## config.mk

```make
export PLATFORM = sky130hd
export DESIGN_NAME = instruction_cache
export DESIGN_NICKNAME = d
export VERILOG_FILES = /design/src/rtl/icache_pkg.sv /design/src/rtl/icache_word_select.sv /design/src/rtl/instruction_cache.sv
export SDC_FILE = /design/constraint.sdc
export NUM_CORES = 1
export LEC_CHECK = 0
export ABC_AREA = 1
export ABC_CLOCK_PERIOD_IN_PS = 8500
export BUFFER_PORTS_ARGS = -buffer_cell sky130_fd_sc_hd__buf_2
export CORE_UTILIZATION = 50
export DETAILED_ROUTE_END_ITERATION = 12
export GPL_ROUTABILITY_DRIVEN = 0
export PLACE_DENSITY = 0.68
export SETUP_SLACK_MARGIN = 0.02
export SLEW_MARGIN = 10
export SYNTH_ARGS = -nofsm -noshare
export SYNTH_HDL_FRONTEND = slang
export SYNTH_SLANG_ARGS = --single-unit
```

## constraint.sdc

```tcl
create_clock -name CLK -period 8.5 [get_ports CLK]
set_input_delay 1.7 -clock CLK [delete_from_list [all_inputs] [get_ports CLK]]
set_output_delay 1.7 -clock CLK [all_outputs]
set_load 0.01 [all_outputs]
```

## src/rtl/icache_pkg.sv

```systemverilog
// ============================================================================
// Module      : icache_pkg
// Description : Shared geometry, state encoding and filler opcode for the
//               direct-mapped instruction cache.
// Revision    : 1.0 - initial release
// ============================================================================
`default_nettype none

package icache_pkg;

   localparam int ADDR_BITS   = 10;
   localparam int NUM_BLOCKS  = 8;
   localparam int BLOCK_WORDS = 4;

   localparam int TAG_W  = 3;
   localparam int IDX_W  = 3;
   localparam int OFF_W  = 2;
   localparam int LINE_W = 128;

   // Unused opcode; the cpu decodes it as a no-write no-op.
   localparam logic [31:0] ICACHE_NOP = 32'hFF00_0000;

   typedef enum logic [1:0] {
      IDLE   = 2'd0,
      READ   = 2'd1,
      UPDATE = 2'd2
   } icache_state_t;

endpackage

`default_nettype wire

```

## src/rtl/icache_word_select.sv

```systemverilog
// ============================================================================
// Module      : icache_word_select
// Description : Picks one 32-bit word out of a 128-bit cache line.
// Revision    : 1.0 - initial release
// ============================================================================
`default_nettype none

module icache_word_select
   import icache_pkg::*;
(
   input  logic [LINE_W-1:0] i_line,
   input  logic [OFF_W-1:0]  i_offset,
   output logic [31:0]       o_word
);

   assign o_word = i_line[32*i_offset +: 32];

endmodule

`default_nettype wire

```

## src/rtl/instruction_cache.sv

```systemverilog
// ============================================================================
// Module      : instruction_cache
// Description : Direct-mapped read-only instruction cache, 8 lines x 4 words,
//               combinational hit path and blocking line fill on a miss.
// Revision    : 1.0 - initial release
// ============================================================================
`default_nettype none

module instruction_cache
   import icache_pkg::*;
(
   input  logic                   CLK,
   input  logic                   RESET,
   input  logic [31:0]            PC,
   output logic [31:0]            INSTRUCTION,
   output logic                   BUSYWAIT,
   output logic                   MEM_READ,
   output logic [TAG_W+IDX_W-1:0] MEM_ADDRESS,
   input  logic [LINE_W-1:0]      MEM_READDATA,
   input  logic                   MEM_BUSYWAIT
);

   icache_state_t r_state;
   icache_state_t w_next_state;

   logic [NUM_BLOCKS-1:0]  r_valid;
   logic [TAG_W-1:0]       r_tag  [NUM_BLOCKS];
   logic [LINE_W-1:0]      r_data [NUM_BLOCKS];
   logic [LINE_W-1:0]      r_fill;
   logic [TAG_W+IDX_W-1:0] r_miss_addr;

   logic [TAG_W-1:0] w_tag;
   logic [IDX_W-1:0] w_idx;
   logic [OFF_W-1:0] w_off;
   logic             w_in_range;
   logic             w_hit;
   logic [31:0]      w_word;
   logic             w_unused_pc_lsbs;

   assign w_tag            = PC[ADDR_BITS-1 -: TAG_W];
   assign w_idx            = PC[OFF_W+2 +: IDX_W];
   assign w_off            = PC[2 +: OFF_W];
   assign w_unused_pc_lsbs = ^PC[1:0];
   assign w_in_range       = (PC[31:ADDR_BITS] == '0);
   assign w_hit            = r_valid[w_idx] && (r_tag[w_idx] == w_tag);

   icache_word_select u_word_select (
      .i_line   (r_data[w_idx]),
      .i_offset (w_off),
      .o_word   (w_word)
   );

   assign MEM_ADDRESS = r_miss_addr;

   always_ff @(posedge CLK) begin
      if (!RESET) begin
         r_state <= IDLE;
      end else begin
         r_state <= w_next_state;
      end
   end

   always_comb begin
      w_next_state = r_state;
      case (r_state)
         IDLE:    if (w_in_range && !w_hit) w_next_state = READ;
         READ:    if (!MEM_BUSYWAIT)        w_next_state = UPDATE;
         UPDATE:                            w_next_state = IDLE;
         default:                           w_next_state = IDLE;
      endcase
   end

   always_comb begin
      INSTRUCTION = ICACHE_NOP;
      BUSYWAIT    = 1'b0;
      MEM_READ    = 1'b0;
      case (r_state)
         IDLE: begin
            if (w_in_range) begin
               if (w_hit) INSTRUCTION = w_word;
               else       BUSYWAIT    = 1'b1;
            end
         end
         READ: begin
            MEM_READ = 1'b1;
            BUSYWAIT = 1'b1;
         end
         UPDATE:  BUSYWAIT = 1'b1;
         default: BUSYWAIT = 1'b1;
      endcase
   end

   // Fill bookkeeping; the fill address is latched so a wandering PC cannot redirect it.
   always_ff @(posedge CLK) begin
      if (!RESET) begin
         r_valid     <= '0;
         r_fill      <= '0;
         r_miss_addr <= '0;
      end else begin
         if (r_state == IDLE && w_next_state == READ) begin
            r_miss_addr <= {w_tag, w_idx};
         end
         if (r_state == READ && !MEM_BUSYWAIT) begin
            r_fill <= MEM_READDATA;
         end
         if (r_state == UPDATE) begin
            r_valid[r_miss_addr[IDX_W-1:0]] <= 1'b1;
         end
      end
   end

   // Tag and data storage are never cleared; validity alone gates them.
   always_ff @(posedge CLK) begin
      if (RESET && r_state == UPDATE) begin
         r_tag[r_miss_addr[IDX_W-1:0]]  <= r_miss_addr[IDX_W +: TAG_W];
         r_data[r_miss_addr[IDX_W-1:0]] <= r_fill;
      end
   end

endmodule

`default_nettype wire
```

==> flow_summary.toml <==
[floorplanning]
die_width_um = 310
die_h_um = 310
ios = 203
fp.dieArea_um2 = 95800
initial_core_util = 0.506
rows = 112
core_area_um2 = 93500

[layout]
fin_nets = 4258
fillers = 7579
syn_to_final_growth_pct = 11.4
final_cell_mix = "nand2_1 (1048), edfxtp_1 (1048), nand3_1 (644)"
fin_cells = 5449
drive_above_1_share = 0.105

[setup_path]
crit_path_start = "PC[6]"
arrival_ps = 4830
crit_chain = "buf_4, inv_6, buf_4, nand3_1, nand3_1, o21ai_1, nand2_1, nand3_1, nor2_1, buf_2"
critPathRequiredTime_ps = 6800
path_max_fanout = 90
r2r-start = "r_state[1]"
critPathCaptureType = "primary output"
cp_slowest_stage_delay_ps = 790
cp-start-kind = "input pin"
cpMaxStageDelayCell = "inv_6"
cp_common_cell = "nand3_1"
crit_type = "input pin to primary output"

[grt]
grt-ovfl-total = 0
grt_pass1_wl_um = 181000
grt_pass1_vias = 29205
antenna_found_initial = 2
grt_max_degree = 234
grt_usage = 0.252

[power_and_ir_drop]
leakage_nw = 16.8
power.density_nw_per_um2 = 226
ir_worst_vdd_uv = 170

[logic_synthesis]
syn_area_um2 = 47300
ys_types = 27
postSynthAreaPerCell_um2 = 11.7
ys_ff_latch = 1192
yosysSeqAreaShare = 0.727
synth_fp_nets = 4189
synthSimpleGateAreaFrac = 0.171
synth_top_family_by_area = "simple AND/OR/NAND/NOR gates"
yosysWarnings = 0
synth_compound_area_frac = 0.0679
synthAdderAreaFrac = 0
synth-xor-area-share = 0
syn-instance-count = 4026
synth.area.mux_share = 0

[run_status]
status = "finished clean"

[flow_run]
maxCapViolations = 0

[placed_design]
dpl.hpwl_um = 61600
placedCellCount = 5232
port_buffers = 200

[routing]
dr_total_vias = 31377
drtIter0Drc = 3762
first_pass_iters = 6
ant_nets = 0
drc = 0
wire_per_inst_um = 22.4
routed_via_density = 5.76
finalWirelength_um = 122000

[sta]
period_needed_ps = 6530
hold_viol_final = 0
rsz0062_at_grt = "false"
worst_pin_slew_ps = 1290
fmax_mhz = 153
fin_skew_ps = 14.2
slew_violations = 0
relSlewSlack = 0.139
min_period_over_period = 0.768
finalSetupTns_ps = 0
finalSetupViolCount = 0

[worst_hold_path]
hp-start = "r_valid[3]"
hp-class = "flop to flop"

[cts]
post_cts_resized = 0
clk_pin_slew_ps = 60
cts_inserted_buffers = 115
htree_levels = 3
post_cts_buffers = 0
cts_root_buf = "clkbuf_16"
clk_latency_ps = 680
cts_hold_buf = 0
cts_buffer_depth = 3
cts_tree = "yes"
cts.sinks = 1192
## Yosys cell counts (all sizes together)
master | n | area share
nand2 | 1050 | 0.083
nor2 | 220 | 0.018
o22ai | 8 | 0.0011
inv | 37 | 0.0030
clkbuf | 86 | 0.0068
buf | 204 | 0.024
o21ai | 185 | 0.020
nand3 | 644 | 0.068
edfxtp | 1048 | 0.67
o221ai | 17 | 0.0031
o211ai | 47 | 0.0075
a21oi | 274 | 0.029
dfxtp | 144 | 0.061
a211oi | 48 | 0.0076
nor4 | 2 | 0.00026
or2 | 2 | 0.00026
clkinv | 1 | 0.000079
nand4 | 8 | 0.0011
nor3 | 1 | 0.00011
## metal layers
layer  global-route usage  vias to the layer above  share of wire  wire length [um]
li1                     -                    14501              -                 -
met1                0.366                    15248           0.43             51900
met2                0.397                     1449           0.46             56400
met3               0.0298                      179          0.082              9970
met4               0.0870                        0          0.029              3530
met5                    0                        -              0                 0
## final timing paths
kind / endpoint / slack (ps) / cells past startpoint
setup / recovery: INSTRUCTION[17] / 1970 / 10
hold / removal: r_valid[3] / 460 / 2
setup reg to reg: r_data[5][43] / 5450 / 5
hold reg to reg: r_valid[3] / 460 / 2
## state kept, by name, indices dropped and copies added (netlist names)
signal	flops
r_state	2
r_valid	8
r_tag	24
MEM_ADDRESS	6
r_data	1024
r_fill	128
## cell type report
cell class	count	area [um2]	area share
flip-flops and latches	1192	34400	0.652
clock inverters	56	557	0.0106
multi-input cells	2506	11400	0.216
repair buffers	242	1440	0.0273
diodes	1	2.50	0.0000475
well taps	1254	1570	0.0298
inverters	38	176	0.00335
clock buffers	160	3200	0.0607
## cell families (layout without fill, tap and decap cells)
group           Yosys count  after routing
simple gates           1927           1927
buf+inv                 328            496
other cells               0              1
compound gates          579            579
flops                  1192           1192
## metrics by stage
step	setup slack (ps)	total power, mW	cell area (um2)	hold slack [ps]	utilization
final	1970	11.9	52700	460	0.564
after global routing	1760	12.2	52700	497	0.564
after CTS	1940	11.9	52700	459	0.564
after detailed placement	1950	6.94	48900	446	0.523
after global placement	1960	6.94	48900	435	0.523
after floorplan	203	6.76	47300	425	-
## critical path, delay by kind of cell
kind	cells	cell delay (ps)
buf+inv	4	2000
simple gates	5	790
compound gates	1	210
## where the power goes
part	internal, mW	total, mW	switching [mW]
registers	6.27	6.27	0.000000180
clock network	2.95	5.07	2.12
logic	0.156	0.555	0.398
Power figures use the tool's default switching activity.
